File: src/rtl/main_control_fsm.sv
// Multi-cycle RV32I main control unit: sequences FETCH/DECODE/EXECUTE/MEM/WB,
// drives datapath selects and enables, and times out stalled memory handshakes.
//
// state    | meaning
// FETCH    | read instruction at PC, PC+4 into PC on mem_ready_in
// DECODE   | register read, branch target into ALUOut, dispatch on opcode
// MEMADR   | compute lw/sw effective address
// MEMREAD  | data read at ALUOut, wait for mem_ready_in
// MEMWB    | write load data to register file
// MEMWRITE | store strobe held until mem_ready_in
// EXECR    | R-type ALU operation
// EXECI    | I-type ALU operation
// ALUWB    | write ALUOut to register file
// BEQ      | compare rs1/rs2, load branch target when equal
// JAL      | PC <- target, link address computed for ALUWB
// HALT     | illegal opcode or memory timeout, parked until rst
module main_control_fsm #(
   parameter int WAIT_MAX = 15,
   parameter int CNT_W    = 32
) (
   input  logic             clk,
   input  logic             rst,
   input  logic [6:0]       opcode_in,
   input  logic             zero_in,
   input  logic             mem_ready_in,
   output logic             pc_write,
   output logic             adr_src,
   output logic             mem_write,
   output logic             ir_write,
   output logic [1:0]       result_src,
   output logic [1:0]       alu_src_a,
   output logic [1:0]       alu_src_b,
   output logic [1:0]       imm_src,
   output logic             reg_write,
   output logic [1:0]       ALUOp_out,
   output logic             illegal_op,
   output logic [CNT_W-1:0] instret
);

   localparam int WC_W = $clog2(WAIT_MAX + 1);
   localparam logic [WC_W-1:0] WAIT_LAST = WC_W'(WAIT_MAX - 1);

   localparam logic [6:0] OP_LW  = 7'b0000011;
   localparam logic [6:0] OP_SW  = 7'b0100011;
   localparam logic [6:0] OP_R   = 7'b0110011;
   localparam logic [6:0] OP_I   = 7'b0010011;
   localparam logic [6:0] OP_BEQ = 7'b1100011;
   localparam logic [6:0] OP_JAL = 7'b1101111;

   typedef enum logic [3:0] {
      S_FETCH, S_DECODE, S_MEMADR, S_MEMREAD, S_MEMWB, S_MEMWRITE,
      S_EXECR, S_EXECI, S_ALUWB, S_BEQ, S_JAL, S_HALT
   } state_e;

   state_e           state_q, state_d;
   logic [WC_W-1:0]  wait_cnt_q, wait_cnt_d;
   logic [CNT_W-1:0] instret_q, instret_d;
   logic             illegal_q, illegal_d;
   logic             timeout, retire, wait_state;
   logic             pc_update, branch;

   always_ff @(posedge clk) begin
      if (rst) begin
         state_q    <= S_FETCH;
         wait_cnt_q <= '0;
         instret_q  <= '0;
         illegal_q  <= 1'b0;
      end else begin
         state_q    <= state_d;
         wait_cnt_q <= wait_cnt_d;
         instret_q  <= instret_d;
         illegal_q  <= illegal_d;
      end
   end

   always_comb begin
      state_d    = state_q;
      retire     = 1'b0;
      wait_state = (state_q == S_FETCH) || (state_q == S_MEMREAD) || (state_q == S_MEMWRITE);
      // a ready on the last allowed cycle still wins over the timeout
      timeout    = !mem_ready_in && (wait_cnt_q == WAIT_LAST);
      case (state_q)
         S_FETCH:    if (mem_ready_in) state_d = S_DECODE;
                     else if (timeout) state_d = S_HALT;
         S_DECODE: begin
            case (opcode_in)
               OP_LW, OP_SW: state_d = S_MEMADR;
               OP_R:         state_d = S_EXECR;
               OP_I:         state_d = S_EXECI;
               OP_BEQ:       state_d = S_BEQ;
               OP_JAL:       state_d = S_JAL;
               default:      state_d = S_HALT;
            endcase
         end
         S_MEMADR:   state_d = (opcode_in == OP_SW) ? S_MEMWRITE : S_MEMREAD;
         S_MEMREAD:  if (mem_ready_in) state_d = S_MEMWB;
                     else if (timeout) state_d = S_HALT;
         S_MEMWRITE: if (mem_ready_in) begin
                        state_d = S_FETCH;
                        retire  = 1'b1;
                     end else if (timeout) state_d = S_HALT;
         S_MEMWB, S_ALUWB, S_BEQ: begin
            state_d = S_FETCH;
            retire  = 1'b1;
         end
         S_EXECR, S_EXECI, S_JAL: state_d = S_ALUWB;
         S_HALT:     state_d = S_HALT;
         default:    state_d = S_FETCH;
      endcase

      illegal_d  = illegal_q | ((state_d == S_HALT) && (state_q != S_HALT));
      instret_d  = retire ? instret_q + CNT_W'(1) : instret_q;
      wait_cnt_d = wait_cnt_q;
      if (state_d != state_q) wait_cnt_d = '0;
      else if (wait_state)    wait_cnt_d = wait_cnt_q + WC_W'(1);
   end

   always_comb begin
      adr_src    = 1'b0;
      mem_write  = 1'b0;
      ir_write   = 1'b0;
      result_src = 2'b00;
      alu_src_a  = 2'b00;
      alu_src_b  = 2'b00;
      reg_write  = 1'b0;
      ALUOp_out  = 2'b00;
      pc_update  = 1'b0;
      branch     = 1'b0;
      case (state_q)
         S_FETCH: begin
            alu_src_b  = 2'b10;
            result_src = 2'b10;
            ir_write   = mem_ready_in;
            pc_update  = mem_ready_in;
         end
         S_DECODE: begin
            alu_src_a = 2'b01;
            alu_src_b = 2'b01;
         end
         S_MEMADR: begin
            alu_src_a = 2'b10;
            alu_src_b = 2'b01;
         end
         S_MEMREAD:  adr_src = 1'b1;
         S_MEMWRITE: begin
            adr_src   = 1'b1;
            mem_write = 1'b1;
         end
         S_MEMWB: begin
            result_src = 2'b01;
            reg_write  = 1'b1;
         end
         S_EXECR: begin
            alu_src_a = 2'b10;
            ALUOp_out = 2'b10;
         end
         S_EXECI: begin
            alu_src_a = 2'b10;
            alu_src_b = 2'b01;
            ALUOp_out = 2'b10;
         end
         S_ALUWB:    reg_write = 1'b1;
         S_BEQ: begin
            alu_src_a = 2'b10;
            ALUOp_out = 2'b01;
            branch    = 1'b1;
         end
         S_JAL: begin
            alu_src_a = 2'b01;
            alu_src_b = 2'b10;
            pc_update = 1'b1;
         end
         default: ;
      endcase
      pc_write = pc_update | (branch & zero_in);
      if (rst) begin
         pc_write  = 1'b0;
         ir_write  = 1'b0;
         mem_write = 1'b0;
         reg_write = 1'b0;
      end
   end

   always_comb begin
      case (opcode_in)
         OP_SW:   imm_src = 2'b01;
         OP_BEQ:  imm_src = 2'b10;
         OP_JAL:  imm_src = 2'b11;
         default: imm_src = 2'b00;
      endcase
   end

   assign illegal_op = illegal_q;
   assign instret    = instret_q;

endmodule

File: config.mk
export PLATFORM = sky130hd
export DESIGN_NAME = main_control_fsm
export DESIGN_NICKNAME = d
export VERILOG_FILES = /design/src/rtl/main_control_fsm.sv
export SDC_FILE = /design/constraint.sdc
export NUM_CORES = 1
export LEC_CHECK = 0
export CAP_MARGIN = 30
export CORE_ASPECT_RATIO = 0.5
export CORE_MARGIN = 1
export CORE_UTILIZATION = 50
export CTS_CLUSTER_SIZE = 12
export DETAILED_ROUTE_END_ITERATION = 8
export HOLD_SLACK_MARGIN = 0.05
export PLACE_DENSITY_LB_ADDON = 0.3
export SLEW_MARGIN = 20
export SYNTH_ARGS = -nofsm -noshare
export SYNTH_HDL_FRONTEND = slang
export SYNTH_SLANG_ARGS = --single-unit
File: constraint.sdc
create_clock -name clk -period 2.3 [get_ports clk]
set_clock_uncertainty 0.15 [all_clocks]
set_input_delay 0.345 -clock clk [delete_from_list [all_inputs] [get_ports clk]]
set_output_delay 0.345 -clock clk [all_outputs]
set_load 0.03 [all_outputs]
==> flow_metrics.tcl, run 1 <==
set metrics [dict create \
    htreeDepth 2 \
    grt_setup_unrepaired "no" \
    port_buffers 58 \
    hold_viol 0 \
    maxCapViolCount 0 \
    synth_top_area_cell "dfxtp_1" \
    num-fill-cells 353 \
    setup_viol 0 \
    period_share 0.9542 \
    dieArea_sq_um 5263 \
    core_region_area_sq_um 4573 \
    synth_ff_type "dfxtp_1" \
    multi_input_area_sq_um 1555 \
    netlist_top_cells_count "nor2_1, dfxtp_1, xor2_1" \
    gp_congestion 0.8429 \
    synthCells 305 \
    fmax_mhz 455.7 \
    syn-num-nets 319 \
    synth-xor-area-share 0.1271 \
    drtIter0Drc 78 \
    clk_path_buf_depth 2 \
    synth.area.top_cells "dfxtp_1, xor2_1, nor2_1" \
    syn_area_per_cell_sq_um 8.131 \
    synthSimpleGateAreaFrac 0.3471 \
    finalNetCount 395 \
    ir_drop_mv 0.4306 \
    synth_fa_ha_area_frac 0.01514 \
    path_delay_family "buffers and inverters" \
    grt_pass1_wl_mm 10.44 \
    setup_slack_ns 0.1054 \
    cp_num_buf_inv 4 \
    syn2layout_area_growth_pct 35.87 \
    hold_class "flip-flop to flip-flop" \
    finish.utilization 0.7368 \
    syn-cell-area_sq_um 2480 \
    synth_top_family_by_area "simple AND/OR/NAND/NOR gates" \
    grtUsageTotal 0.2566 \
    num_vias 2517 \
    maxSlewHeadroom 0.7179 \
    outcome "complete, no violations" \
    place_hpwl_mm 4.766 \
    post-route-min-period_ns 2.195 \
    crit_arrival_ns 1.70 \
    cp.required_ns 1.80 \
    worstPathMaxFanout 4 \
    cts_sinks 41 \
    ys_warn_count 0 \
    viasPerCell 5.618 \
    worstSetupPathType "primary input to primary output" \
    synth_compound_area_frac 0.1206 \
    powerDensity_nw_per_um2 848.8 \
    root_buffer "clkbuf_8" \
    crit_path_cell_trace "clkdlybuf4s50_1 > buf_4 > inv_1 > nor3b_4 > or2_2 > buf_4" \
    start_util 0.5423 \
    tritoncts "done" \
    synth-seq-area-share 0.3310 \
    numCtsBuffers 5 \
    ys_ff_latch 41 \
    clk_pin_slew_ns 0.09 \
    synthMuxAreaShare 0.004036 \
    antenna_found_initial 0 \
    leakage_nw 1.297 \
    wl_per_cell_um 14.45 \
    drive_above_1_share 0.1937 \
    async_flop_share 0 \
    crit_slowest_cell "clkdlybuf4s50_1" \
    grt_max_degree 34 \
    n_antenna_cell 0 \
    post-route-drc-count 0 \
    wirelength_mm 6.472 \
    worst-slew-pin-transition_ns 0.4232 \
    crit_top_cell "buf_4" \
    post-synth-top-count-cell "nor2_1" \
    grt_pass1_vias 2334 \
    end_kind "primary output" \
    yosysTopAreaCellShare 0.3310 \
    worstSkewPairLatency_ns 0.29 \
    seq_area_sq_um 824.5 \
    die_y_um 51.80 \
    cp-start-kind "primary input" \
    preCtsSetupSlack_ns -0.08540 \
    synth_edf_count 0 \
    grt-ovfl-total 0 \
    fin_hold_ws_ns 0.3716 \
    synth_cell_types 57 \
    power_mw 2.860 \
    die_x_um 101.6 \
    setup-tns-final_ns 0 \
    drv_slew 0 \
    detail-route-antenna-nets 0 \
    first_pass_iters 4 \
    num_io_pins 59 \
    cp_slowest_stage_delay_ns 0.49 \
    num_rows 17 \
]
-- worst paths after layout --
| kind | start | to | slack (ns) | cells past startpoint |
|---|---|---|---|---|
| worst max-delay path | mem_ready_in | pc_write | 0.11 | 6 |
| worst min-delay path | instret[1]$_SDFFE_PP0P_ | instret[1]$_SDFFE_PP0P_ | 0.37 | 2 |
| worst max register to register | state_q[1]$_SDFF_PP0_ | wait_cnt_q[3]$_SDFFE_PP0P_ | 0.17 | 8 |
| worst min register to register | instret[1]$_SDFFE_PP0P_ | instret[1]$_SDFFE_PP0P_ | 0.37 | 2 |
-- logic make-up after synthesis --
logic type	after synthesis
and+or+nand+nor	159
AOI/OAI and AO/OA	42
DFF	41
xor gates and xnor gates	36
buffers and inverters	23
adders and majority gates	3
muxes	1
-- layer usage --
| metal | up-vias | track usage | routed length [um] |
|---|---|---|---|
| met5 | - | 0 | 0 |
| met4 | 0 | 0.09420 | 91 |
| met3 | 10 | 0.05108 | 416 |
| met2 | 90 | 0.4561 | 3050 |
| met1 | 1176 | 0.3116 | 2913 |
| li1 | 1241 | - | - |
-- area by class of cell --
type | instances | area share
Clock inverter | 3 | 0.006313
Sequential cell | 41 | 0.2447
Inverter | 5 | 0.005570
Timing Repair Buffer | 87 | 0.2369
Tap cell | 66 | 0.02451
Multi-Input combinational cell | 241 | 0.4616
Clock buffer | 5 | 0.02042
-- where the power goes --
group / switching [mW] / total [mW] / internal [mW]
sequential: 0.0793 / 0.837 / 0.757
combinational: 0.856 / 1.53 / 0.679
clock: 0.273 / 0.489 / 0.216
-- worst min-delay path, stage by stage (launching register included) --
cell and delay [ns]:
dfxtp_1 0.34, o21ai_0 0.07, a21oi_1 0.07
-- flip-flops by register name, summed over array words and instances (netlist names) --
register / flops
illegal_op: 1
wait_cnt_q: 4
instret: 32
state_q: 4
-- timing repair --
item,in CTS,in global routing
gates resized for setup,4,5
endpoints found under the setup margin,3,7
buffers inserted,0,0
endpoints found under the hold margin,0,0
hold buffers,0,0
-- metrics by stage --
step                      instance area [sq um]  cells
final                                      3369    448
after global routing                       3369    448
after CTS                                  3371    448
after detailed placement                   3283    440
after global placement                     3283    440
after floorplan                            2512    305
-- cells in the final DEF (no fill, tap or decap), drive strengths merged, types with 10 or more instances in the layout --
cell and n:
dfxtp 41, nand3 11, and3 12, nor3 10, nand2 18, buf 41
xnor2 12, xor2 24, nor2 52, clkdlybuf4s50 43, a21oi 10, nand4 18
Power figures use the tool's default switching activity.
==> run 2: changes to the inputs <==
CORE_UTILIZATION = 52   (was 50)
CTS_BUF_LIST = sky130_fd_sc_hd__clkbuf_4   (was not set)
==> run 2 against run 1 <==
  * Routed wire length increased by 3.2%
  * Clock power down 22%
  * Global-route usage grew 1.1 points
  * Critical path depth grew 2
  * Cell area up 2.3%
  * Highest routed layer unchanged
  * Non-clock buffer count up 10
  * Largest power group unchanged
  * Via count is 0.36% higher
  * Cell count up 2.2%
  * Sequential power rose by 1%
  * Sequential share of layout area decreased by 0.30 points
==> flow_metrics.tcl, run 2 (synthesized netlist as in run 1, its figures left out) <==
set metrics [dict create \
    outcome "complete, no violations" \
    power_mw 2.923 \
    final_cell_mix "nor2_1, buf_4, clkdlybuf4s50_1" \
    worstPathMaxFanout 9 \
    viasPerCell 5.515 \
    multi_input_area_sq_um 1564 \
    tritoncts "done" \
    hold_viol 0 \
    dieArea_sq_um 5066 \
    ir_drop_mv 0.6474 \
    cp-start-kind "flip-flop" \
    hold_class "flip-flop to flip-flop" \
    num_io_pins 59 \
    drive_above_1_share 0.2194 \
    post-route-min-period_ns 2.222 \
    grt-ovfl-total 0 \
    p_sw_mw 1.255 \
    place_hpwl_mm 4.783 \
    worstSkewPairLatency_ns 0.35 \
    n_antenna_cell 0 \
    grt_pass1_wl_mm 10.53 \
    fin_cells 458 \
    die_x_um 99.66 \
    crit_slowest_cell "dfxtp_1" \
    setup-tns-final_ns 0 \
    htreeDepth 2 \
    start_util 0.5526 \
    first_pass_iters 4 \
    drtIter0Drc 106 \
    numCtsBuffers 5 \
    fmax_mhz 450.1 \
    dp.cells 439 \
    final_common_cell "nor2_1" \
    num_rows 17 \
    finish.utilization 0.7681 \
    grt_setup_unrepaired "yes" \
    grtUsageTotal 0.2677 \
    seq_area_sq_um 833.3 \
    finalNetCount 405 \
    seq_power_share 0.289 \
    wirelength_mm 6.682 \
    num_vias 2526 \
    cp_slowest_stage_delay_ns 0.35 \
    largest_reg_flops 32 \
    clk_pin_slew_ns 0.13 \
    wl_per_cell_um 14.59 \
    root_buffer "clkbuf_4" \
    maxSlewHeadroom 0.7193 \
    end_kind "flip-flop" \
    grt_pass1_vias 2258 \
    leakage_nw 1.344 \
    crit_path_cell_trace "inv_1 > ha_1 > and3_2 > a211oi_2 > o221ai_1 > nor4_2 > o211ai_2 > nor3_1" \
    drv_slew 0 \
    crit_arrival_ns 2.34 \
    syn2layout_area_growth_pct 39.00 \
    detail-route-antenna-nets 0 \
    setup_viol 0 \
    clk_path_buf_depth 2 \
    worst-slew-pin-transition_ns 0.4211 \
    cts_hold_buf 0 \
    maxCapViolCount 0 \
    core_region_area_sq_um 4488 \
    grt_max_degree 35 \
    antenna_found_initial 0 \
    cts_sinks 41 \
    gp_congestion 0.8857 \
    port_buffers 58 \
    worstSetupPathType "flip-flop to flip-flop" \
    num-fill-cells 346 \
    pwr-share-clk 0.131 \
    period_share 0.9660 \
    switching_share 0.4293 \
    post-route-drc-count 0 \
    cp.required_ns 2.42 \
    p_comb_frac 0.580 \
    p_int_mw 1.668 \
    die_y_um 50.83 \
    powerDensity_nw_per_um2 847.9 \
]
## run 2: changes by cell type in the layout (fill, tap and decap cells not counted), moves of 2 or more
cell	delta
buf_4	+9
clkbuf_4	+5
clkbuf_8	-5
dfxtp_2	-2
dfxtp_4	+3
## run 2: path summary, 6_finish.rpt
kind                                                  from                          to  cells after the start  slack [ns]
worst max-delay path            wait_cnt_q[0]$_SDFFE_PP0P_  wait_cnt_q[3]$_SDFFE_PP0P_                      8        0.08
worst min-delay path               instret[1]$_SDFFE_PP0P_     instret[1]$_SDFFE_PP0P_                      2        0.38
worst max register to register  wait_cnt_q[0]$_SDFFE_PP0P_  wait_cnt_q[3]$_SDFFE_PP0P_                      8        0.08
worst min register to register     instret[1]$_SDFFE_PP0P_     instret[1]$_SDFFE_PP0P_                      2        0.38
## run 2: critical path: cells and delay by family, from the launching register on
kind	cells	cell delay, ns
and+or+nand+nor	3	0.73
buffers and inverters	1	0.08
DFF	1	0.35
adders and majority gates	1	0.20
AOI/OAI and AO/OA	3	0.63
## run 2: area by class of cell
type,instances,area share
Clock buffer,5,0.01089
Sequential cell,41,0.2417
Multi-Input combinational cell,241,0.4537
Tap cell,66,0.02396
Clock inverter,3,0.007260
Timing Repair Buffer,97,0.2570
Inverter,5,0.005445
## run 2: power groups by stage
stage | sequential (mW) | clock, mW | combinational [mW]
6_report | 0.845 | 0.383 | 1.70
3_5_place_dp | 0.849 | 0 | 1.52
3_3_place_gp | 0.844 | 0 | 1.50
2_1_floorplan | 0.840 | 0 | 1.01
5_1_grt | 0.853 | 0.434 | 1.80
4_1_cts | 0.838 | 0.395 | 1.53
## run 2: repair_timing
item | CTS | global route
resized for setup | 7 | 7
cloned | 0 | 1
setup buffers | 1 | 9
pin swaps | 1 | 2
setup endpoints to repair | 6 | 7
## run 2: metrics by stage
stage	setup slack [ns]	area (sq um)	hold slack (ns)
final	0.07818	3447	0.3820
after floorplan	-0.001109	2512	0.2683
after CTS	0.02127	3334	0.3789
after detailed placement	-0.1476	3263	0.3601
after global routing	-0.01483	3447	0.4276
after global placement	-0.09363	3263	0.3517
## run 2: per-layer routing
| metal | GRT usage | wire (um) | vias to the layer above |
|---|---|---|---|
| met5 | 0 | 0 | - |
| met4 | 0.07353 | 87 | 0 |
| met3 | 0.06293 | 404 | 8 |
| met2 | 0.4471 | 3093 | 94 |
| met1 | 0.3507 | 3097 | 1169 |
| li1 | - | - | 1255 |
